==> config.mk <==
export PLATFORM = sky130hd
export DESIGN_NAME = uart_rx_fifo
export DESIGN_NICKNAME = d
export VERILOG_FILES = /design/src/rtl/uart_pkg.sv /design/src/rtl/sync_fifo.sv /design/src/rtl/uart_rx_fifo.sv
export SDC_FILE = /design/constraint.sdc
export NUM_CORES = 1
export LEC_CHECK = 0
export CAP_MARGIN = 20
export CORE_MARGIN = 2
export CORE_UTILIZATION = 28
export CTS_CLUSTER_DIAMETER = 40
export CTS_CLUSTER_SIZE = 10
export DETAILED_ROUTE_END_ITERATION = 7
export PLACE_DENSITY = 0.42
export SYNTH_ARGS = -nofsm -noshare
export SYNTH_HDL_FRONTEND = slang
export SYNTH_SLANG_ARGS = --single-unit
==> constraint.sdc <==
create_clock -name clk -period 2.2 [get_ports clk]
set_input_delay 0.66 -clock clk [delete_from_list [all_inputs] [get_ports clk]]
set_output_delay 0.66 -clock clk [all_outputs]
set_load 0.05 [all_outputs]
==> src/rtl/uart_pkg.sv <==
// Shared definitions for the UART receive path.
//   - parity-mode constants selecting the PARITY parameter value
//   - receiver FSM state encoding
//   - width helpers for FIFO pointers and occupancy counters
package uart_pkg;

   localparam int PAR_NONE = 0;
   localparam int PAR_ODD  = 1;
   localparam int PAR_EVEN = 2;

   typedef enum logic [2:0] {
      ST_IDLE   = 3'd0,
      ST_START  = 3'd1,
      ST_DATA   = 3'd2,
      ST_PARITY = 3'd3,
      ST_STOP   = 3'd4
   } rx_state_t;

   // Pointer width for a FIFO of the given depth (depth is a power of two).
   function automatic int ptr_width(input int depth);
      return (depth > 1) ? $clog2(depth) : 1;
   endfunction

   // Occupancy counter width: one extra bit so that "depth" itself fits.
   function automatic int count_width(input int depth);
      return $clog2(depth) + 1;
   endfunction

endpackage

==> src/rtl/sync_fifo.sv <==
// Single-clock first-word-fall-through FIFO.
// Ports:
//   i_clk      system clock
//   i_rst_n    asynchronous active-low reset
//   i_wr_en    write request (accepted when not full, or when full and a pop
//              happens in the same cycle)
//   i_wr_data  write word
//   i_rd_en    pop request (ignored when empty)
//   o_rd_data  head word, forced to 0 while empty
//   o_empty    no words stored
//   o_full     DEPTH words stored
//   o_count    current occupancy
module sync_fifo
   import uart_pkg::*;
#(
   parameter int WIDTH = 8,
   parameter int DEPTH = 16
)(
   input  logic                          i_clk,
   input  logic                          i_rst_n,
   input  logic                          i_wr_en,
   input  logic [WIDTH-1:0]              i_wr_data,
   input  logic                          i_rd_en,
   output logic [WIDTH-1:0]              o_rd_data,
   output logic                          o_empty,
   output logic                          o_full,
   output logic [count_width(DEPTH)-1:0] o_count
);

   localparam int PW = ptr_width(DEPTH);
   localparam int CW = count_width(DEPTH);
   localparam logic [CW-1:0] FULL_COUNT = CW'(DEPTH);

   logic [WIDTH-1:0] r_mem [DEPTH];
   logic [PW-1:0]    r_wr_ptr;
   logic [PW-1:0]    r_rd_ptr;
   logic [CW-1:0]    r_count;

   logic w_empty;
   logic w_full;
   logic w_do_rd;
   logic w_do_wr;

   assign w_empty = (r_count == '0);
   assign w_full  = (r_count == FULL_COUNT);

   // A pop in the same cycle frees the slot a full FIFO needs for the write.
   assign w_do_rd = i_rd_en && !w_empty;
   assign w_do_wr = i_wr_en && (!w_full || w_do_rd);

   always_ff @(posedge i_clk) begin
      if (w_do_wr)
         r_mem[r_wr_ptr] <= i_wr_data;
   end

   always_ff @(posedge i_clk or negedge i_rst_n) begin
      if (!i_rst_n) begin
         r_wr_ptr <= '0;
         r_rd_ptr <= '0;
         r_count  <= '0;
      end else begin
         if (w_do_wr)
            r_wr_ptr <= r_wr_ptr + PW'(1);
         if (w_do_rd)
            r_rd_ptr <= r_rd_ptr + PW'(1);
         unique case ({w_do_wr, w_do_rd})
            2'b10:   r_count <= r_count + CW'(1);
            2'b01:   r_count <= r_count - CW'(1);
            default: r_count <= r_count;
         endcase
      end
   end

   // Memory is not reset; gating with empty keeps the head word at 0 after reset.
   assign o_rd_data = w_empty ? '0 : r_mem[r_rd_ptr];
   assign o_empty   = w_empty;
   assign o_full    = w_full;
   assign o_count   = r_count;

endmodule

==> src/rtl/uart_rx_fifo.sv <==
// Parametrised UART receiver feeding a first-word-fall-through receive FIFO.
// Ports:
//   clk         system clock
//   reset       asynchronous active-low reset
//   tick        one-cycle pulse at OVERSAMPLE x baud rate
//   rx          serial input, asynchronous, idle high
//   rd_en       pop request (ignored when empty)
//   clr_err     clears the sticky error flags
//   rd_data     FIFO head word
//   empty/full  FIFO status
//   count       FIFO occupancy
//   parity_err  sticky parity error
//   frame_err   sticky framing (stop bit) error
//   overrun     sticky "good frame dropped because FIFO full"
//
// state     | meaning
// ----------+-------------------------------------------------------------
// ST_IDLE   | line idle, waiting for a synchronised falling edge on rx
// ST_START  | half a bit period in, confirm start bit is still low
// ST_DATA   | sample DATA_BITS payload bits, LSB first, one per bit period
// ST_PARITY | sample and check the parity bit (PARITY != PAR_NONE only)
// ST_STOP   | sample STOP_BITS stop bits; any low stop bit kills the frame
module uart_rx_fifo
   import uart_pkg::*;
#(
   parameter int DATA_BITS  = 8,
   parameter int OVERSAMPLE = 16,
   parameter int PARITY     = 0,
   parameter int STOP_BITS  = 1,
   parameter int FIFO_DEPTH = 16
)(
   input  logic                          clk,
   input  logic                          reset,
   input  logic                          tick,
   input  logic                          rx,
   input  logic                          rd_en,
   input  logic                          clr_err,
   output logic [DATA_BITS-1:0]          rd_data,
   output logic                          empty,
   output logic                          full,
   output logic [$clog2(FIFO_DEPTH):0]   count,
   output logic                          parity_err,
   output logic                          frame_err,
   output logic                          overrun
);

   localparam int TW = (OVERSAMPLE > 1) ? $clog2(OVERSAMPLE) : 1;
   localparam int BW = (DATA_BITS > 1) ? $clog2(DATA_BITS) : 1;

   localparam logic [TW-1:0] HALF_RELOAD = TW'(OVERSAMPLE / 2 - 1);
   localparam logic [TW-1:0] BIT_RELOAD  = TW'(OVERSAMPLE - 1);
   localparam logic [BW-1:0] DATA_RELOAD = BW'(DATA_BITS - 1);
   localparam logic          STOP_RELOAD = (STOP_BITS == 2);

   // rx synchroniser plus one delayed copy for falling-edge detection
   logic r_rx_meta;
   logic r_rx_sync;
   logic r_rx_prev;

   rx_state_t            r_state;
   logic [TW-1:0]        r_tick_cnt;
   logic [BW-1:0]        r_bit_cnt;
   logic                 r_stop_cnt;
   logic [DATA_BITS-1:0] r_shift;
   logic                 r_bad;
   logic                 r_wr_pend;
   logic                 r_parity_err;
   logic                 r_frame_err;
   logic                 r_overrun;

   rx_state_t            w_state_nxt;
   logic [TW-1:0]        w_tick_nxt;
   logic [BW-1:0]        w_bit_nxt;
   logic                 w_stop_nxt;
   logic [DATA_BITS-1:0] w_shift_nxt;
   logic                 w_bad_nxt;
   logic                 w_par_evt;
   logic                 w_frm_evt;
   logic                 w_frame_good;
   logic                 w_ovr_evt;

   logic w_rx;
   logic w_rx_fall;
   logic w_sample;
   logic w_par_xor;
   logic w_par_bad;
   logic w_empty;
   logic w_full;

   always_ff @(posedge clk or negedge reset) begin
      if (!reset) begin
         r_rx_meta <= 1'b1;
         r_rx_sync <= 1'b1;
         r_rx_prev <= 1'b1;
      end else begin
         r_rx_meta <= rx;
         r_rx_sync <= r_rx_meta;
         r_rx_prev <= r_rx_sync;
      end
   end

   assign w_rx      = r_rx_sync;
   // Edge, not level: after a frame with a low stop bit the line may still be
   // low on return to idle, and that must not look like a new start bit.
   assign w_rx_fall = r_rx_prev && !r_rx_sync;

   // The down-counter hitting zero on a tick marks the sampling point.
   assign w_sample  = tick && (r_tick_cnt == '0);

   assign w_par_xor = (^r_shift) ^ w_rx;
   assign w_par_bad = (PARITY == PAR_ODD) ? !w_par_xor : w_par_xor;

   always_comb begin
      w_state_nxt  = r_state;
      w_tick_nxt   = r_tick_cnt;
      w_bit_nxt    = r_bit_cnt;
      w_stop_nxt   = r_stop_cnt;
      w_shift_nxt  = r_shift;
      w_bad_nxt    = r_bad;
      w_par_evt    = 1'b0;
      w_frm_evt    = 1'b0;
      w_frame_good = 1'b0;

      if (tick && (r_state != ST_IDLE) && (r_tick_cnt != '0))
         w_tick_nxt = r_tick_cnt - TW'(1);

      unique case (r_state)
         ST_IDLE: begin
            if (w_rx_fall) begin
               w_state_nxt = ST_START;
               w_tick_nxt  = HALF_RELOAD;
               w_bad_nxt   = 1'b0;
            end
         end
         ST_START: begin
            if (w_sample) begin
               if (w_rx) begin
                  w_state_nxt = ST_IDLE;
               end else begin
                  w_state_nxt = ST_DATA;
                  w_tick_nxt  = BIT_RELOAD;
                  w_bit_nxt   = DATA_RELOAD;
               end
            end
         end
         ST_DATA: begin
            if (w_sample) begin
               w_shift_nxt = {w_rx, r_shift[DATA_BITS-1:1]};
               w_tick_nxt  = BIT_RELOAD;
               if (r_bit_cnt == '0) begin
                  if (PARITY != PAR_NONE) begin
                     w_state_nxt = ST_PARITY;
                  end else begin
                     w_state_nxt = ST_STOP;
                     w_stop_nxt  = STOP_RELOAD;
                  end
               end else begin
                  w_bit_nxt = r_bit_cnt - BW'(1);
               end
            end
         end
         ST_PARITY: begin
            if (w_sample) begin
               w_state_nxt = ST_STOP;
               w_tick_nxt  = BIT_RELOAD;
               w_stop_nxt  = STOP_RELOAD;
               if (w_par_bad) begin
                  w_bad_nxt = 1'b1;
                  w_par_evt = 1'b1;
               end
            end
         end
         ST_STOP: begin
            if (w_sample) begin
               if (!w_rx) begin
                  w_bad_nxt = 1'b1;
                  w_frm_evt = 1'b1;
               end
               if (r_stop_cnt == 1'b0) begin
                  w_state_nxt  = ST_IDLE;
                  w_frame_good = !r_bad && w_rx;
               end else begin
                  w_stop_nxt = 1'b0;
                  w_tick_nxt = BIT_RELOAD;
               end
            end
         end
         default: begin
            w_state_nxt = ST_IDLE;
         end
      endcase
   end

   always_ff @(posedge clk or negedge reset) begin
      if (!reset) begin
         r_state    <= ST_IDLE;
         r_tick_cnt <= '0;
         r_bit_cnt  <= '0;
         r_stop_cnt <= 1'b0;
         r_shift    <= '0;
         r_bad      <= 1'b0;
         r_wr_pend  <= 1'b0;
      end else begin
         r_state    <= w_state_nxt;
         r_tick_cnt <= w_tick_nxt;
         r_bit_cnt  <= w_bit_nxt;
         r_stop_cnt <= w_stop_nxt;
         r_shift    <= w_shift_nxt;
         r_bad      <= w_bad_nxt;
         // Write happens one edge after the last stop sample; r_shift stays
         // stable until the next frame's first data sample.
         r_wr_pend  <= w_frame_good;
      end
   end

   // A full FIFO only refuses the write if no pop frees a slot this cycle.
   assign w_ovr_evt = r_wr_pend && w_full && !rd_en;

   // New error events take priority over a simultaneous clear.
   always_ff @(posedge clk or negedge reset) begin
      if (!reset) begin
         r_parity_err <= 1'b0;
         r_frame_err  <= 1'b0;
         r_overrun    <= 1'b0;
      end else begin
         if (w_par_evt)
            r_parity_err <= 1'b1;
         else if (clr_err)
            r_parity_err <= 1'b0;

         if (w_frm_evt)
            r_frame_err <= 1'b1;
         else if (clr_err)
            r_frame_err <= 1'b0;

         if (w_ovr_evt)
            r_overrun <= 1'b1;
         else if (clr_err)
            r_overrun <= 1'b0;
      end
   end

   sync_fifo #(
      .WIDTH (DATA_BITS),
      .DEPTH (FIFO_DEPTH)
   ) u_fifo (
      .i_clk     (clk),
      .i_rst_n   (reset),
      .i_wr_en   (r_wr_pend),
      .i_wr_data (r_shift),
      .i_rd_en   (rd_en),
      .o_rd_data (rd_data),
      .o_empty   (w_empty),
      .o_full    (w_full),
      .o_count   (count)
   );

   assign empty      = w_empty;
   assign full       = w_full;
   assign parity_err = r_parity_err;
   assign frame_err  = r_frame_err;
   assign overrun    = r_overrun;

endmodule

## Word level (Yosys, flattened, before mapping)

Memory sizes are Yosys's and may differ from the RTL's.
Cells that the tools add are included.

| storage, ports and cells | value |
|---|---|
| flip-flop bits (word level) | 40 |
| memory bits (writable) | 128 |
| output and inout port bits | 18 |
| logic and storage cells | 128 |
| memories | 1 |

| operators by class | value |
|---|---|
| add/sub/neg operators | 6 |
| eq/ne operators | 19 |
| muxes and demuxes | 49 |
| bitwise gates (word level) | 1 |
| reductions and logical operators | 36 |

Memory list:

| name | depth | bits a word | read ports | clocked after memory_dff | write ports | line | text |
|---|---|---|---|---|---|---|---|
| u_fifo.r_mem | 16 | 8 | 1 | 0 | 1 | sync_fifo.sv:34 | `logic [WIDTH-1:0] r_mem [DEPTH];` |

Operator list:

| cell | number |
|---|---|
| 3-bit two-way mux | 11 |
| 4-bit two-way mux | 7 |
| 1-bit two-way mux | 23 |
| 2-bit != test, second input constant | 11 |
| 4-bit case mux with 4 select lines | 1 |
| 3-bit case mux with 5 select lines | 1 |
| 2-bit nonzero test | 6 |
| 5-bit case mux with 2 select lines | 1 |
| 1-bit logical AND | 9 |
| 4-bit by 1-bit adder with 4-bit output, second input constant | 2 |
| 8-bit two-way mux | 1 |
| 8-bit XOR reduction | 1 |
| 7-bit AND reduction | 1 |
| 3-bit by 2-bit equality test with 1-bit output, second input constant | 2 |
| 3-bit zero test | 2 |
| 3-bit case mux with 2 select lines | 1 |
| 6-bit AND reduction | 1 |
| 3-bit nonzero test | 2 |
| 5-bit by 1-bit adder with 5-bit output, second input constant | 1 |
| 5-bit equality test, second input constant | 1 |
| 1-bit zero test | 5 |
| 5-bit zero test | 1 |
| 5-bit AND reduction | 1 |
| 5-bit by 1-bit subtractor with 5-bit output, second input constant | 1 |
| 17 further kinds | 18 |

## Depth between registers and ports, before layout

Gate-level depths: netlist of the first run.

| logic depth | value |
|---|---|
| depth after elaboration | 7 |
| gate-level depth with buffers | 11 |
| depth with buffers taken out | 10 |

## By module

Synthesis of the first run repeated with hierarchy kept, for this count alone.

| unflattened totals | value |
|---|---|
| cell total of the unflattened synthesis | 420 |
| area, all modules | 7,184.4 µm² |

Modules (own cells, without submodules):

| module | times used | cells each | area each (µm²) |
|---|---|---|---|
| sync_fifo | 1 | 302 | 5,878.1 |
| uart_rx_fifo | 1 | 118 | 1,306.3 |

## Worst setup path after synthesis of the first run

OpenSTA, ideal clock, no wires.

| timing path | value |
|---|---|
| path type | register to register |
| from | register u_fifo.r_count[1], in the netlist u_fifo.o_count[1] |
| to | register u_fifo.r_count[2], in the netlist u_fifo.o_count[2] |
| setup time | 0.151 ns |
| arrival time | 2.526 ns |
| required time | 2.049 ns |
| slack | -0.477 ns |
| stages on the path, launching flop included | 12 |
| path buffers | 1 |
| cells stage by stage | dfrtp_1 > nor4_4 > a31oi_2 > inv_1 > ha_1 > buf_2 > xor2_1 > ha_1 > a21oi_1 > xor2_1 > nor2_1 > xor2_1 |

| between the ends | value |
|---|---|
| cells in the longest elaborated chain, start to end | 7 |

Ends and longest elaborated chain:

| what | line | text |
|---|---|---|
| start: declaration | sync_fifo.sv:37 | `logic [CW-1:0] r_count;` |
| start signal: assignment | sync_fifo.sv:67 | `2'b10: r_count <= r_count + CW'(1);` |
| start signal: assignment | sync_fifo.sv:68 | `2'b01: r_count <= r_count - CW'(1);` |
| start signal: assignment | sync_fifo.sv:69 | `default: r_count <= r_count;` |
| 5-bit zero test | sync_fifo.sv:44 | `assign w_empty = (r_count == '0);` |
| 1-bit zero test | sync_fifo.sv:48 | `assign w_do_rd = i_rd_en && !w_empty;` |
| 1-bit logical AND | sync_fifo.sv:48 |  |
| 1-bit logical OR | sync_fifo.sv:49 | `assign w_do_wr = i_wr_en && (!w_full \|\| w_do_rd);` |
| 1-bit logical AND | sync_fifo.sv:49 |  |
| 2-bit by 1-bit equality test with 1-bit output / 2-bit equality test (equally long branches) | sync_fifo.sv:66 | `unique case ({w_do_wr, w_do_rd})` |
| 5-bit case mux with 2 select lines / 2-bit nonzero test (equally long branches) | -- |  |

Parallel ways exist; a longest one is shown, timed or not.
A chain may end at the register's enable or synchronous reset.

## Worst setup path after layout of the first run

| timing path | value |
|---|---|
| from | register u_fifo.r_rd_ptr[0] |
| to | output port rd_data[6] |

| between the ends | value |
|---|---|
| cells in the longest elaborated chain, start to end | 2 |

Ends and longest elaborated chain:

| what | line | text |
|---|---|---|
| start: declaration | sync_fifo.sv:36 | `logic [PW-1:0] r_rd_ptr;` |
| start signal: assignment | sync_fifo.sv:65 | `r_rd_ptr <= r_rd_ptr + PW'(1);` |
| memory 16 x 8 bit | -- |  |
| 8-bit two-way mux | sync_fifo.sv:75 | `assign o_rd_data = w_empty ? '0 : r_mem[r_rd_ptr];` |
| end: declaration | uart_rx_fifo.sv:38 | `output logic [DATA_BITS-1:0] rd_data,` |

No other way between the ends.

==> flow_summary.rst, run 1 <==
.. list-table::
   :header-rows: 1

   * - Metric
     - Value
   * - Vias post-DR
     - ~3900
   * - Latest clock arrival within the worst-skew pair
     - 0.43 ns
   * - Fmax
     - 356 MHz
   * - Final hold viol count
     - 0
   * - Die Ht
     - 163 um
   * - Number of warnings printed during yosys synthesis
     - 0
   * - Power density over the cells
     - 1160 mW/mm2
   * - Remaining number of nets flagged by the antenna check after routing
     - 0
   * - Initial Utilization
     - 28.3%
   * - Syn_area_per_cell
     - 17.2 um2
   * - Synth Area in Adders
     - 1.94%
   * - Most common cell after layout, fill and taps aside
     - sky130_fd_sc_hd__edfxtp_1
   * - Crit Path Class
     - flip-flop to primary output
   * - RSZ-0062 raised after global routing
     - yes
   * - Flop and latch count out of synthesis
     - 167
   * - Final net count
     - 519
   * - Synthesis-to-finish area growth
     - 27.2%
   * - Dominant register cell in the synthesized netlist
     - sky130_fd_sc_hd__edfxtp_1
   * - WP data required
     - between 1.5 and 2 ns
   * - Sum of routed wire segments on met1
     - between 7000 and 8000 um
   * - Number of enable flip-flop cells after synthesis
     - 128
   * - Register-to-register setup slack
     - 0.01 ns
   * - Clock Tree Buf Depth
     - 2
   * - CTS Hold Bufs
     - 0
   * - All-Layer GR Usage
     - around an eighth
   * - Wire length after detailed routing
     - 16300 um
   * - Placed wire-length estimate
     - 10100 um
   * - Residual overflow from global routing
     - 0
   * - Setup violations, final
     - 10
   * - First-pass GRT wire length
     - 25100 um
   * - Number of unique standard cell types used by synthesis
     - 59
   * - Beginning of the worst register-to-register path
     - u_fifo.o_count[0]
   * - Multiplexer area fraction after synthesis
     - 12.8%
   * - Arr. time, crit path
     - 2.15 ns
   * - Met2 WL
     - 7940 um
   * - Root buffer selected by CTS
     - sky130_fd_sc_hd__clkbuf_16
   * - Failing checks
     - negative setup slack
   * - Total clock buffers created by CTS
     - 17
   * - Uppermost signal routing layer after detailed routing
     - met4
   * - Endpoint class of the critical path
     - primary output
   * - Routability Congestion
     - 0.803
   * - CTS Sinks
     - 167
   * - Final slew viol count
     - 0
   * - I/O pin total
     - 24
   * - Cell area after synthesis
     - 0.00710 mm2
   * - Hold slack final
     - 0.276 ns
   * - VDD IR max
     - 0.770 mV
   * - Endpoint of the lowest-slack register-to-register path
     - u_fifo.o_count[4]
   * - Leakage power
     - 3.25 nW
   * - Count of max-cap constraint violations
     - 0
   * - Routed WL per cell
     - 19.4 um
   * - Post-CTS clock slew at the launch and capture registers of the worst setup and hold paths
     - 0.07 ns
   * - Floorplan row count
     - 58
   * - Overall die width
     - 163 um
   * - Share of synthesized cell area in and, or, nand and nor gates
     - just under 6%
   * - CTS tree
     - built
   * - # port buffers
     - 23
   * - Post-layout min period
     - between 2 and 3 ns
   * - TritonRoute pass-1 iters
     - 4
   * - Antenna violations before repair
     - 0
   * - Maximum net fanout on the critical path
     - 7
   * - Vias per std cell
     - 4.64
   * - Worst path setup slack after routing
     - -0.606 ns
   * - Die area
     - 0.0266 mm2
   * - Reg2Reg Depth
     - 12
   * - Count of inserted antenna diode cells
     - 0
   * - Largest net degree at the start of global routing
     - 30
   * - Fraction of layout cells with a size suffix above 1
     - about two fifths
   * - Synth Area in XOR/XNOR
     - between 2 and 3%
   * - Complex-gate fraction of the synthesized area
     - 6.01%
   * - Clock Skews
     - 0.0134 ns
   * - Std-Cell Core Area
     - 0.0250 mm2
   * - Violation count after the first detailed-routing iteration
     - 250
   * - Class of the worst hold path
     - input port to async pin
   * - Startpoint class of the critical path
     - flip-flop
   * - Post-synthesis async set-or-reset flop share
     - 23.4%
   * - Final period util
     - 128%
   * - Total number of H-tree levels
     - 4
   * - Worst setup slack before clock tree synthesis
     - -0.399 ns
   * - Mapped Nets
     - 429
   * - Routed wire length on met3
     - just under 500 um
   * - Run status
     - finished, violations left
   * - Most used cells in the layout excluding fill and tap cells
     - sky130_fd_sc_hd__edfxtp_1, sky130_fd_sc_hd__buf_4, sky130_fd_sc_hd__mux4_2
   * - Transition time at the pin with the least slew margin
     - 0.712 ns
   * - Number of global-route vias before repair
     - 4232
   * - Sequential share of the synthesized area
     - 68.0%
   * - Headroom to the max-slew limit
     - ~53%
   * - Remaining design rule violation count
     - 0
   * - Syn Inst Count
     - 412
   * - Dominant combinational cell family by area after synthesis
     - multiplexers
critical path: stages, from the launching register on:
cell                      delay, ns
sky130_fd_sc_hd__dfrtp_2       0.43
sky130_fd_sc_hd__buf_12        0.14
sky130_fd_sc_hd__buf_12        0.13
sky130_fd_sc_hd__buf_6         0.11
sky130_fd_sc_hd__mux4_2        0.42
sky130_fd_sc_hd__a22oi_2       0.25
sky130_fd_sc_hd__a21oi_4       0.08
sky130_fd_sc_hd__buf_6         0.16
logic make-up (layout without fill, tap and decap cells):
logic type	after synthesis	count (layout)
flip-flops	167	167
AND/OR/NAND/NOR	76	76
AO/OA/AOI/OAI	63	63
multiplexers	43	43
buffers and inverters	34	136
XOR/XNOR	18	18
adder cells (fa/ha/maj)	11	11
metal layers:
layer / global-route usage, % / vias to the layer above
met4: 3.86 / 0
met2: 21.1 / 58
li1: - / 1782
met3: 2.72 / 12
met5: 0 / -
met1: 17.8 / 2061
power by group:
part           switching, mW  total [mW]  internal, mW
clock network           1.21        2.75          1.54
logic                   2.06        3.85          1.80
registers              0.250        3.86          3.61
total                   3.51        10.5          6.95
synthesized netlist by cell type (5+ instances only):
cell type / instances / area, um2
sky130_fd_sc_hd__edfxtp_1: 128 / 3840
sky130_fd_sc_hd__dfrtp_1: 36 / 901
sky130_fd_sc_hd__nor2_1: 24 / 90.1
sky130_fd_sc_hd__a21oi_1: 20 / 100
sky130_fd_sc_hd__a22oi_1: 17 / 128
sky130_fd_sc_hd__mux4_1: 17 / 447
sky130_fd_sc_hd__inv_1: 15 / 56.3
sky130_fd_sc_hd__mux4_2: 15 / 338
sky130_fd_sc_hd__nand2_1: 13 / 48.8
sky130_fd_sc_hd__ha_1: 11 / 138
sky130_fd_sc_hd__mux2_2: 10 / 113
sky130_fd_sc_hd__xnor2_1: 9 / 78.8
sky130_fd_sc_hd__nor3_1: 7 / 35.0
sky130_fd_sc_hd__o21ai_0: 7 / 35.0
sky130_fd_sc_hd__xor2_1: 7 / 61.3
sky130_fd_sc_hd__buf_2: 5 / 25.0
sky130_fd_sc_hd__nor2b_1: 5 / 31.3
repair_timing:
action,4_1_cts,5_1_grt
setup endpoints to repair,13,13
pin swaps,20,24
cloned,2,0
gates resized for setup,31,26
endpoints found under the hold margin,0,0
setup buffers,9,2
cell type report:
cell class	instances	area [um2]
fillers	2384	16000
multi-input cells	211	2280
inverters	15	58.8
clock inverters	13	109
flip-flops and latches	167	4830
well taps	330	413
clock buffers	18	429
repair buffers	90	901
state kept, by name (all words and copies together), names as in the netlist, 3 cells and up:
name and count:
u_fifo.r_mem 128, r_shift 8, u_fifo.o_count 5, r_tick_cnt 4, u_fifo.r_rd_ptr 4, u_fifo.r_wr_ptr 4
r_bit_cnt 3, r_state 3
worst max path at each step:
stage | startpoint | endpoint | slack, ns | cells past startpoint
global placement | rd_en | u_fifo.o_count[2] | -0.38 | 11
detailed placement | rd_en | u_fifo.o_count[3] | -0.40 | 10
CTS | u_fifo.r_rd_ptr[0] | rd_data[7] | -0.66 | 6
floorplan | u_fifo.o_count[2] | u_fifo.o_count[4] | -0.24 | 11
finish | u_fifo.r_rd_ptr[0] | rd_data[6] | -0.61 | 7
global route | u_fifo.r_rd_ptr[0] | rd_data[6] | -0.67 | 7
per-stage QoR:
| step | power, mW | setup TNS, ns | instance area (um2) | std cells | util [%] |
|---|---|---|---|---|---|
| 5_1_grt | 11.0 | -5.94 | 9020 | 844 | 36.0 |
| 3_5_place_dp | 7.35 | -29.82 | 8270 | 801 | 33.0 |
| 2_1_floorplan | 6.28 | -0.540 | 7300 | 412 | - |
| 4_1_cts | 10.6 | -5.50 | 8980 | 843 | 35.9 |
| 6_report | 10.5 | -4.91 | 9020 | 844 | 36.0 |
| 3_3_place_gp | 7.29 | -29.10 | 8270 | 801 | 33.0 |
(Power assumes the default switching activity.)
==> inputs of run 2 (changes only) <==
- CORE_UTILIZATION: 28 -> 44
- PLACE_DENSITY: 0.42 -> 0.58
- SKIP_CTS_REPAIR_TIMING: default -> 1
- clock period: 2.2 -> 2.68 ns (I/O delays scaled with it)
==> run 2 against run 1 <==
  * The flow still finishes with violations (negative setup slack)
  * Cell count fell by 17%
  * First-iteration DRC count fell by 5.2%
  * Clock power fell by 18%
  * Setup slack improved by 0.31 ns
  * Die area fell by 36%
  * Sequential cell count did not move
  * Wire length fell by 17%
  * Power fell by 24%
  * Global-route usage rose by 3.9 points
  * Largest cell class unchanged
  * Largest power group unchanged
==> flow_summary.rst, run 2 (synthesis results as in run 1) <==
.. list-table::
   :header-rows: 1

   * - Metric
     - Value
   * - Overall die width
     - 131 um (-20%)
   * - Placed wire-length estimate
     - 8560 um (-16%)
   * - Fraction of layout cells with a size suffix above 1
     - 28.1% (-12 points)
   * - Cells after DPL
     - 668 (-17%)
   * - Clock Tree Buf Depth
     - 2 (unchanged)
   * - Count of max-cap constraint violations
     - 0 (unchanged)
   * - Synthesis-to-finish area growth
     - 18.0%
   * - Largest Register
     - u_fifo.r_mem
   * - Area taken by multi-input logic gates
     - 0.00210 mm2 (-8.2%)
   * - Transition time at the pin with the least slew margin
     - 0.754 ns (+0.0425 ns)
   * - Maximum net fanout on the critical path
     - 11 (+4)
   * - VDD IR max
     - 0.641 mV (-17%)
   * - RSZ-0062 raised after global routing
     - yes
   * - Latest clock arrival within the worst-skew pair
     - 0.41 ns (-0.02 ns)
   * - Residual overflow from global routing
     - 0 (unchanged)
   * - Number of cells in the finished layout apart from fillers
     - 704 (-17%)
   * - Root buffer selected by CTS
     - sky130_fd_sc_hd__clkbuf_16
   * - Antenna violations before repair
     - 0 (unchanged)
   * - Wire length after detailed routing
     - 13500 um (-17%)
   * - I/O pin total
     - 24 (unchanged)
   * - Leakage power
     - 3.05 nW (-6.3%)
   * - Floorplan row count
     - 46 (-21%)
   * - Fmax
     - approximately 340 MHz
   * - Run status
     - finished, violations left
   * - Setup violations, final
     - 8 (-2)
   * - Final net count
     - 493 (-5.0%)
   * - All-Layer GR Usage
     - 17.0% (+3.9 points)
   * - Post-layout min period
     - 2.97 ns
   * - CTS tree
     - built
   * - WP data required
     - 1.88 ns (+0.34 ns)
   * - Startpoint class of the critical path
     - flip-flop
   * - Hold slack final
     - 0.356 ns (+0.0801 ns)
   * - Vias post-DR
     - 3740 (-4.4%)
   * - Final period util
     - 111%
   * - Final slew viol count
     - 0 (unchanged)
   * - Setup TNS Final
     - -1.98 ns (+2.94 ns)
   * - Most used cells in the layout excluding fill and tap cells
     - sky130_fd_sc_hd__edfxtp_1, sky130_fd_sc_hd__buf_4, sky130_fd_sc_hd__dfrtp_1
   * - Total clock buffers created by CTS
     - 17 (unchanged)
   * - Register-to-register setup slack
     - 0.38 ns (+0.37 ns)
   * - Failing checks
     - negative setup slack
   * - Most common cell after layout, fill and taps aside
     - sky130_fd_sc_hd__edfxtp_1
   * - CTS Sinks
     - 167 (unchanged)
   * - Vias per std cell
     - 5.31 (+15%)
   * - Clock Skews
     - 0.00763 ns (-0.00579 ns)
   * - Largest net degree at the start of global routing
     - 32 (+6.7%)
   * - Endpoint class of the critical path
     - primary output
   * - Total number of H-tree levels
     - 4 (unchanged)
   * - Filler cells
     - 1307 (-45%)
   * - Reg2Reg Depth
     - 11 (-1)
   * - Final core utilization
     - 52.9% (+17 points)
   * - Count of inserted antenna diode cells
     - 0 (unchanged)
   * - Headroom to the max-slew limit
     - 49.7% (-2.8 points)
   * - Routed WL per cell
     - 19.2 um (-0.96%)
   * - TritonRoute pass-1 iters
     - 4 (unchanged)
   * - Remaining design rule violation count
     - 0 (unchanged)
   * - Initial Utilization
     - 44.8% (+16 points)
   * - Largest register FFs
     - 128 (unchanged)
   * - Class of the worst hold path
     - input port to async pin
   * - Sequential cell area
     - 0.00483 mm2 (about the same)
   * - Arr. time, crit path
     - 2.17 ns (+0.02 ns)
   * - Die area
     - 0.0172 mm2 (-36%)
   * - Worst path setup slack after routing
     - -0.294 ns (+0.312 ns)
   * - Post-CTS clock slew at the launch and capture registers of the worst setup and hold paths
     - 0.06 ns (about the same)
   * - # port buffers
     - 23 (unchanged)
   * - Power density over the cells
     - 944 mW/mm2 (-19%)
   * - Number of global-route vias before repair
     - 3724 (-12%)
   * - Crit Path Class
     - flip-flop to primary output
   * - Std-Cell Core Area
     - 0.0158 mm2 (-37%)
   * - Beginning of the worst register-to-register path
     - u_fifo.o_count[2]
   * - Violation count after the first detailed-routing iteration
     - 237 (-5.2%)
   * - Die Ht
     - 131 um (-20%)
   * - Remaining number of nets flagged by the antenna check after routing
     - 0 (unchanged)
   * - Final hold viol count
     - 0 (unchanged)
   * - First-pass GRT wire length
     - 20800 um (-17%)
   * - Routability Congestion
     - 0.788 (-1.9%)
   * - Crit path from
     - u_fifo.r_rd_ptr[0]
## run 2: cell count changes in the layout (fill, tap and decap cells not counted), moves of 6 or more
cell,delta
sky130_fd_sc_hd__a22oi_2,-6
sky130_fd_sc_hd__buf_6,-8
sky130_fd_sc_hd__a21oi_1,+9
sky130_fd_sc_hd__mux4_1,+7
sky130_fd_sc_hd__a21oi_4,-8
sky130_fd_sc_hd__clkdlybuf4s50_1,+8
sky130_fd_sc_hd__a22oi_1,+6
sky130_fd_sc_hd__buf_12,-6
sky130_fd_sc_hd__buf_4,-14
sky130_fd_sc_hd__mux4_2,-7
## run 2: path summary, 6_finish.rpt
kind                                     end
min reg2reg                        r_rx_sync
max reg2reg                u_fifo.o_count[4]
max in group asynchronous         r_shift[6]
max                               rd_data[1]
min in group clk                   r_rx_sync
min                            r_tick_cnt[1]
## run 2: routing by layer
| layer | GRT usage, % | vias to the layer above | wire length [um] |
|---|---|---|---|
| met5 | 0 | - | 0 |
| met4 | 5.32 | 0 | 171 |
| met3 | 5.05 | 12 | 731 |
| met2 | 26.8 | 88 | 6280 |
| met1 | 23.1 | 1901 | 6310 |
| li1 | - | 1739 | - |
## run 2: critical path: stages, from the launching register on
cell,delay (ns)
sky130_fd_sc_hd__dfrtp_2,0.42
sky130_fd_sc_hd__buf_12,0.16
sky130_fd_sc_hd__buf_4,0.12
sky130_fd_sc_hd__mux4_2,0.54
sky130_fd_sc_hd__a22oi_2,0.22
sky130_fd_sc_hd__a21oi_1,0.10
sky130_fd_sc_hd__buf_4,0.20
## run 2: report_power, final
part           total [mW]  switching (mW)  internal, mW  leakage, nW
registers            3.26           0.302          2.96         1.72
logic                2.39            1.32          1.07         1.07
clock network        2.26           0.912          1.34        0.258
total                7.90            2.53          5.37         3.05
## run 2: through the flow
step	total power, mW	worst slack, ns	cell area (um2)
after floorplan	4.89	-0.113	7100
after global placement	5.53	-0.107	7760
after detailed placement	5.57	-0.149	7760
after CTS	7.83	-0.436	8300
after global routing	8.28	-0.391	8380
final	7.90	-0.294	8380
## run 2: layout make-up
type	instances	area share, %
clock buffers	19	5.17
repair buffers	64	6.95
flip-flops and latches	167	57.6
clock inverters	12	1.33
multi-input cells	211	25.0
well taps	216	3.23
inverters	15	0.672
==> inputs of run 3 (changes only) <==
- SETUP_SLACK_MARGIN: default -> 0.02
==> run 3 against run 2 <==
  * The run still ends with negative setup slack left
  * Combinational power increased by 6%
  * Utilization increased by 0.59 points
  * Wire length is 4.7% higher
  * Critical path depth shrank 1
  * Register-to-register slack worse by 0.07 ns
  * Fmax shrank 1.4%
  * Sequential share of layout area shrank 0.65 points
  * Final area grew 1.1%
  * Cell count increased by 0.43%
==> flow_summary.rst, run 3 (synthesis results as in run 1) <==
.. list-table::
   :header-rows: 1

   * - Metric
     - Value
   * - # port buffers
     - 23 (unchanged)
   * - Worst path cell trace
     - buf_12 -> mux4_1 -> a22oi_2 -> a21oi_1 -> buf_4
   * - Clock Skews
     - 0.00719 ns (-0.000435 ns)
   * - Remaining number of nets flagged by the antenna check after routing
     - 0 (unchanged)
   * - Startpoint class of the critical path
     - flip-flop
   * - Worst path setup slack after routing
     - -0.336 ns (-0.0416 ns)
   * - Wire length after detailed routing
     - 14100 um (+4.7%)
   * - Number of global-route vias before repair
     - 3752 (+0.75%)
   * - Fmax
     - 332 MHz (-1.4%)
   * - Class of the worst hold path
     - input port to async pin
   * - Violation count after the first detailed-routing iteration
     - 256 (+8.0%)
   * - Instance area at placement
     - 0.00776 mm2 (about the same)
   * - Leakage power
     - 3.14 nW (+2.8%)
   * - Transition time at the pin with the least slew margin
     - 0.714 ns (-0.0400 ns)
   * - Post-CTS clock slew at the launch and capture registers of the worst setup and hold paths
     - 0.06 ns (about the same)
   * - CTS Sinks
     - 167 (unchanged)
   * - Failing checks
     - negative setup slack
   * - Run status
     - finished, violations left
   * - Final core utilization
     - 53.5% (+0.59 points)
   * - Largest register FFs
     - 128 (unchanged)
   * - Routed WL per cell
     - 20.0 um (+4.2%)
   * - Final slew viol count
     - 0 (unchanged)
   * - Latest clock arrival within the worst-skew pair
     - 0.42 ns (about the same)
   * - Arr. time, crit path
     - 2.21 ns (+0.04 ns)
   * - WP data required
     - 1.88 ns (about the same)
   * - Floorplan row count
     - 46 (unchanged)
   * - Fraction of layout cells with a size suffix above 1
     - 28.7% (+0.64 points)
   * - Die Ht
     - 131 um (unchanged)
   * - All-Layer GR Usage
     - 17.1% (+0.11 points)
   * - Setup violations, final
     - 8 (unchanged)
   * - Maximum net fanout on the critical path
     - 12 (+1)
   * - Setup TNS Final
     - -2.38 ns (-0.402 ns)
   * - Largest Register
     - u_fifo.r_mem
   * - CTS tree
     - built
   * - Std-Cell Core Area
     - 0.0158 mm2 (unchanged)
   * - Remaining design rule violation count
     - 0 (unchanged)
   * - Endpoint class of the critical path
     - primary output
   * - Vias per std cell
     - 5.37 (+1.0%)
   * - Post-layout min period
     - 3.02 ns (+0.0416 ns)
   * - RSZ-0062 raised after global routing
     - yes
   * - GR met3 Demand/Resource
     - 3.79% (-1.3 points)
   * - Placed wire-length estimate
     - 8640 um (+0.99%)
   * - Count of inserted antenna diode cells
     - 0 (unchanged)
   * - TritonRoute pass-1 iters
     - 5 (+1)
   * - Critical Path Max Stage Delay
     - 0.62 ns (+0.08 ns)
   * - Root buffer selected by CTS
     - sky130_fd_sc_hd__clkbuf_16
   * - Final net count
     - 495 (+0.41%)
   * - VDD IR max
     - 0.818 mV (+27%)
   * - Synthesis-to-finish area growth
     - 19.4%
   * - Register-to-register setup slack
     - 0.31 ns (-0.07 ns)
   * - Filler cells
     - 1280 (-2.1%)
   * - I/O pin total
     - 24 (unchanged)
   * - Final hold viol count
     - 0 (unchanged)
   * - Final period util
     - 113% (+1.6 points)
   * - Switching Fraction
     - 32.0% (about the same)
   * - Crit Path Class
     - flip-flop to primary output
   * - Net Switching
     - 2.59 mW (+2.5%)
   * - Residual overflow from global routing
     - 0 (unchanged)
   * - Most used routing layer
     - met2
   * - Met1 Resource Use GR
     - 23.2% (+0.11 points)
   * - Total clock buffers created by CTS
     - 17 (unchanged)
   * - Count of max-cap constraint violations
     - 0 (unchanged)
   * - Headroom to the max-slew limit
     - 52.4% (+2.7 points)
   * - Global-route met2 utilization
     - 27.7% (+0.91 points)
   * - Cell with the largest stage delay on the worst path
     - sky130_fd_sc_hd__mux4_1
   * - Die area
     - 0.0172 mm2 (unchanged)
   * - First-pass GRT wire length
     - 20900 um (+0.60%)
   * - Power density over the cells
     - 956 mW/mm2 (+1.3%)
   * - Initial Utilization
     - 44.8% (unchanged)
   * - Total number of H-tree levels
     - 4 (unchanged)
   * - Overall die width
     - 131 um (unchanged)
   * - Clock Tree Buf Depth
     - 2 (unchanged)
   * - Antenna violations before repair
     - 0 (unchanged)
   * - Int Pwr
     - 5.50 mW (+2.4%)
   * - Final standard cell area without fillers
     - 0.00847 mm2 (+1.1%)
   * - Part of the power in the clock network
     - 28.5% (about the same)
   * - Share of power burned in combinational logic
     - 31.4% (+1.2 points)
   * - Largest net degree at the start of global routing
     - 32 (unchanged)
   * - Most used cells in the layout excluding fill and tap cells
     - sky130_fd_sc_hd__edfxtp_1, sky130_fd_sc_hd__buf_4, sky130_fd_sc_hd__dfrtp_1
   * - Overall Power
     - 8.09 mW (+2.4%)
   * - Most common cell after layout, fill and taps aside
     - sky130_fd_sc_hd__edfxtp_1
   * - Routability Congestion
     - 0.778 (-1.3%)
   * - Vias post-DR
     - 3794 (+1.4%)
   * - Sequential share of power
     - 40.1% (-1.2 points)
[run 3: cell types whose count changed in the layout (fill, tap and decap cells not counted), sizes merged]
cell,before,now
dlymetal6s2s,0,1
clkinvlp,2,0
and2,2,3
clkdlybuf4s50,12,11
clkbuf,19,29
clkinv,8,3
bufinv,2,1
[run 3: stage by stage]
stage	hold WS [ns]	cells	setup slack, ns
after floorplan	0.345	412	-0.0993
after global placement	0.346	668	-0.0867
after detailed placement	0.347	668	-0.143
after CTS	0.250	700	-0.438
after global routing	0.255	707	-0.417
final	0.257	707	-0.336
[run 3: path summary, 6_finish.rpt]
| check | cells past startpoint | start | to |
|---|---|---|---|
| setup reg to reg | 12 | u_fifo.o_count[2] | u_fifo.o_count[2] |
| setup / recovery | 5 | u_fifo.r_rd_ptr[0] | rd_data[2] |
| min in group clk | 0 | r_rx_meta | r_rx_sync |
| hold reg to reg | 0 | r_rx_meta | r_rx_sync |
| max in group asynchronous | 2 | reset | r_rx_meta |
| hold / removal | 1 | reset | overrun |
[run 3: power groups by stage]
stage / logic [mW] / clock network [mW] / registers, mW
CTS: 2.31 / 2.36 / 3.24
global placement: 2.27 / 0 / 3.28
detailed placement: 2.31 / 0 / 3.29
finish: 2.54 / 2.30 / 3.25
floorplan: 1.58 / 0 / 3.32
global route: 2.73 / 2.46 / 3.28
[run 3: cell type report]
class | count | area (um2) | area share (%)
clock buffer | 28 | 518 | 6.12
clock inverter | 4 | 45.0 | 0.532
inverter | 15 | 56.3 | 0.665
multi-input combinational | 212 | 2140 | 25.3
sequential | 167 | 4830 | 57.0
tap | 216 | 270 | 3.19
timing repair buffer | 65 | 609 | 7.19
[run 3: per-layer routing]
layer / vias to the layer above / routed length (um)
li1: 1757 / -
met1: 1932 / 6460
met2: 88 / 6800
met3: 17 / 668
met4: 0 / 195
met5: - / 0
[run 3: worst max-delay path: cells and delay by family (launching register included)]
family / cells / cell delay (ns)
flops: 1 / 0.46
buf+inv: 2 / 0.39
compound gates: 2 / 0.32
mux: 1 / 0.62
==> RTL edit 1 (settings of run 1) <==
Put a register stage on the output `count`, cleared by the reset. The value now appears one clock later. The other outputs are not delayed to match.
--- a/src/rtl/uart_rx_fifo.sv
+++ b/src/rtl/uart_rx_fifo.sv
@@ -53,4 +53,6 @@
    localparam logic          STOP_RELOAD = (STOP_BITS == 2);
 
+   logic [$clog2(FIFO_DEPTH):0] count_d;
+
    // rx synchroniser plus one delayed copy for falling-edge detection
    logic r_rx_meta;
@@ -253,5 +255,5 @@
       .o_empty   (w_empty),
       .o_full    (w_full),
-      .o_count   (count)
+      .o_count   (count_d)
    );
 
@@ -262,4 +264,12 @@
    assign overrun    = r_overrun;
 
+   always_ff @(posedge clk or negedge reset) begin
+      if (!reset) begin
+         count <= '0;
+      end else begin
+         count <= count_d;
+      end
+   end
+
 endmodule
 
Formal check against the unedited RTL: same outputs for any inputs over 10 cycles, from zero or initial values and one cycle with reset low; that may be too few to reach the edited logic, so the function may still have changed.
==> RTL edit 1 against run 1 <==
- the run still ends with negative setup slack left
- worst setup slack worse by 0.0040 ns
- via count up 2.6%
- design area is 4.3% higher
- total power increased by 3.5%
- routed wire length rose by 1.8%
- synthesized area rose by 2.8%
- clock power is 7.6% higher
- largest power group unchanged
- synthesized cell count is 5.1% higher
- global-route usage rose by 0.10 points
- sequential power up 4%
- combinational power barely moved
- sequential cell count increased by 5
==> RTL edit 1: results (changes against run 1) <==
drt:
  wirelength_um: 16600  # +1.8%
  via_per_inst: 4.69  # +1.1%
  drt_iter0_drc: 247  # -1.2%
  route.met2.wl_um: 7970  # +0.42%
  met1Wirelength_um: 7810  # +1.3%
critical_path:
  rr_worst_depth: 11  # -1
  crit_start: "u_fifo.r_rd_ptr[0]"
  endpoint: "rd_data[2]"
  r2r_start: "u_fifo.o_count[2]"
  ff2ff_setup_slack_ns: -0.03  # -0.04 ns
logic_synthesis:
  synth_area_leaders: "edfxtp_1 (53%), dfrtp_1 (14%), mux4_2 (9.9%)"
  ys_types: 54  # -8.5%
  synthTopCellsByCount: "edfxtp_1 (128), dfrtp_1 (41), mux4_2 (32)"
  syn_nets: 450  # +4.9%
  async_reset_ff_frac: 0.256  # +0.0223
  seq_area_frac_synth: 0.678  # -0.00150
timing:
  skew_ns: 0.0115  # -0.00196 ns
  finalHoldWorstSlack_ns: 0.139  # -0.137 ns
  setup_slack_ns: -0.610  # -0.00403 ns
  fin_setup_tns_ns: -5.04  # -0.129 ns
  slew_headroom: 0.667  # +0.141
  setup_viol: 11  # +1
placed_design:
  dp_hpwl_um: 10600  # +5.1%
  gp_congestion: 0.767  # -4.4%
  dpl_cell_area_mm2: 0.00877  # +6.1%
  pre_cts_ws_ns: -0.399  # -0.000267 ns
grt:
  met3_usage: 0.0287  # +0.00155
  use_met2: 0.210  # -0.000930
  grt_usage: 0.132  # +0.00101
  grt_pass1_wl_um: 26100  # +3.9%
  first_global_vias: 4298  # +1.6%
finish:
  area_growth_syn_to_layout_pct: 29.0
  nFillCells: 2434  # +2.1%
  nets: 526  # +1.3%
  drive_gt1_frac: 0.360  # -0.0426
status:
  outcome: "finished with violations"
  violations: "negative setup slack"
power:
  switchingPower_w: 0.00375  # +6.8%
  peakVddDrop_mv: 1.46  # +89%
  leakagePower_nw: 3.43  # +5.5%
-- RTL edit 1: changes by cell type after synthesis, moves of 4 or more --
cell	change
buf_2	+5
nor2_1	-16
dfrtp_1	+5
a21oi_1	+4
nand2_1	-5
nor2b_1	+4
and3_1	+17
mux4_2	+17
mux4_1	-17
-- RTL edit 1: area by class of cell --
type | count | area share
clock buffer | 17 | 0.0452
clock inverter | 15 | 0.0158
inverter | 17 | 0.00678
multi-input combinational | 222 | 0.254
sequential | 172 | 0.526
tap | 335 | 0.0445
timing repair buffer | 79 | 0.108
-- RTL edit 1: critical path, cell delays in order, from the launching register on --
cell and delay, ns:
dfrtp_2 0.44, buf_4 0.21, mux4_2 0.56, a22oi_2 0.25, a21oi_4 0.11, buf_12 0.16
-- RTL edit 1: kinds of logic after synthesis --
kind of cell,after synthesis,share of synthesized area
compound gates,71,0.0667
xor+xnor,20,0.0259
fa+ha+maj,11,0.0189
buf+inv,39,0.0261
flops,172,0.678
mux,44,0.117
simple gates,76,0.0672
-- RTL edit 1: power groups by stage --
stage	sequential, W	combinational [W]	clock, W
floorplan	0.00418	0.00240	0
global placement	0.00409	0.00387	0
detailed placement	0.00409	0.00389	0
CTS	0.00403	0.00392	0.00305
global route	0.00408	0.00414	0.00319
finish	0.00402	0.00385	0.00296
-- RTL edit 1: through the flow --
stage          cells  total power (W)
6_report         857           0.0108
5_1_grt          857           0.0114
4_1_cts          857           0.0110
3_5_place_dp     822          0.00799
3_3_place_gp     822          0.00795
2_1_floorplan    433          0.00658
-- RTL edit 1: what timing repair did --
action	in CTS	in global routing
resized for setup	13	6
endpoints found under the hold margin	0	0
setup endpoints to repair	18	13
pin swaps	10	3
setup buffers	3	1
==> RTL edit 2 (settings of run 1) <==
Made on the original files. The parameter `PARITY` goes from 0 to 1.
--- a/src/rtl/uart_rx_fifo.sv
+++ b/src/rtl/uart_rx_fifo.sv
@@ -26,5 +26,5 @@
    parameter int DATA_BITS  = 8,
    parameter int OVERSAMPLE = 16,
-   parameter int PARITY     = 0,
+   parameter int PARITY     = 1,
    parameter int STOP_BITS  = 1,
    parameter int FIFO_DEPTH = 16
Formal check against the unedited RTL: no difference found for any inputs over 10 cycles, from zero or initial values and one cycle with reset low; that may be too few to reach the edited logic, so the function may still have changed.
==> RTL edit 2 against run 1 <==
- the flow still finishes with violations (negative setup slack)
- sequential cell count is the same
- count of clock-buffer cells in the layout grew 1
- design area grew 2.3%
- routed wire length shrank 2.7%
- combinational power grew 14%
- critical endpoint is now rd_data[4]
- synthesized area grew 1.6%
- total power grew 7.1%
- worst setup slack lost 0.035 ns
- clock skew shrank 0.0019 ns
- largest cell class unchanged
==> RTL edit 2: results (changes against run 1) <==
status:
  outcome: "finished with violations"
  violations: "negative setup slack"
logic_synthesis:
  synthAdderAreaFrac: 0.0191  # -0.000313
  seq_area_frac_synth: 0.669  # -0.0110
  synth.mux.area_fraction: 0.136  # +0.00800
  syn_inst: 426  # +3.4%
  synth_area_leaders: "edfxtp_1 (53%), dfrtp_1 (12%), mux4_1 (5.8%)"
  synthTopCellsByCount: "edfxtp_1 (128), dfrtp_1 (36), nor2_1 (21)"
  synth_xor_area_frac: 0.0271  # +0.000791
  synth_compound_area_frac: 0.0574  # -0.00271
  syn_nets: 443  # +3.3%
  ys_types: 60  # +1.7%
placed_design:
  numPlacedInstances: 823  # +2.7%
  gp_congestion: 0.743  # -7.4%
  pre_cts_ws_ns: -0.417  # -0.0183 ns
  dp_hpwl_um: 10200  # +0.65%
critical_path:
  crit_arrival_ns: 2.18  # +0.03 ns
finish:
  largest_register_ffs: 128  # unchanged
  drive_gt1_frac: 0.406  # +0.00288
  nFillCells: 2416  # +1.3%
  nets: 539  # +3.9%
timing:
  fin_setup_tns_ns: -5.09  # -0.181 ns
  setup_viol: 12  # +2
  setup_slack_ns: -0.641  # -0.0353 ns
  slew_headroom: 0.641  # +0.115
  skew_ns: 0.0115  # -0.00194 ns
power:
  internal_power_w: 0.00739  # +6.4%
  peakVddDrop_mv: 0.889  # +15%
  leakagePower_nw: 3.26  # +0.19%
drt:
  drt_iter0_drc: 210  # -16%
  via_per_inst: 4.58  # -1.3%
  vias: 3959  # +1.2%
  wirelength_um: 15900  # -2.7%
grt:
  grt_max_degree: 40  # +33%
  first_global_vias: 4206  # -0.61%
  grt_usage: 0.126  # -0.00442
  grt_pass1_wl_um: 24800  # -1.1%
  grt_antenna_before_repair: 0  # unchanged
cts:
  clockRootBuffer: "clkbuf_16"
RTL edit 2: cell type report:
| class | count | area share |
|---|---|---|
| tap | 330 | 0.0447 |
| sequential | 167 | 0.523 |
| inverter | 18 | 0.00732 |
| timing repair buffer | 99 | 0.103 |
| clock inverter | 13 | 0.0159 |
| multi-input combinational | 219 | 0.259 |
| clock buffer | 19 | 0.0469 |
RTL edit 2: routing by layer:
metal	vias up	global-route usage	part of all wire
li1	1855	-	-
met1	2036	0.167	0.48
met2	52	0.209	0.49
met3	16	0.0279	0.022
met4	0	0.0372	0.011
met5	-	0	0
RTL edit 2: power by group through the flow:
stage / Sequential (W) / Clock, W / Combinational, W
finish: 0.00389 / 0.00294 / 0.00437
global route: 0.00394 / 0.00316 / 0.00469
CTS: 0.00389 / 0.00302 / 0.00434
detailed placement: 0.00396 / 0 / 0.00415
global placement: 0.00395 / 0 / 0.00413
floorplan: 0.00404 / 0 / 0.00255
RTL edit 2: final timing paths:
check / to / slack (ns) / from
max: rd_data[4] / -0.64 / u_fifo.r_rd_ptr[0]
min: r_tick_cnt[0] / 0.29 / reset
max reg2reg: u_fifo.o_count[4] / -0.04 / u_fifo.o_count[0]
min reg2reg: r_rx_sync / 0.36 / r_rx_meta
max in group asynchronous: u_fifo.o_count[1] / 1.50 / reset
min in group clk: r_rx_sync / 0.36 / r_rx_meta
RTL edit 2: worst max-delay path: stages, from the launching register on:
cell,delay (ns)
dfrtp_2,0.43
buf_12,0.15
buf_12,0.14
mux4_2,0.52
a22oi_2,0.26
a21oi_4,0.09
buf_12,0.16
RTL edit 2: metrics by stage:
stage	instance area, um^2	total power, W
floorplan	7390	0.00659
global placement	8470	0.00808
CTS	9140	0.0112
detailed placement	8470	0.00810
global route	9230	0.0118
finish	9230	0.0112
RTL edit 2: cells by family after synthesis:
kind of cell,after synthesis
AOI/OAI and AO/OA,62
xor gates and xnor gates,19
adders and majority gates,11
buffers and inverters,40
DFF,167
muxes,49
and+or+nand+nor,78
RTL edit 2: what timing repair did:
action | in CTS | in global routing
cloned | 1 | 0
resized for setup | 12 | 18
pin swaps | 16 | 15
endpoints found under the setup margin | 14 | 27
endpoints found under the hold margin | 0 | 0
buffers inserted | 6 | 3
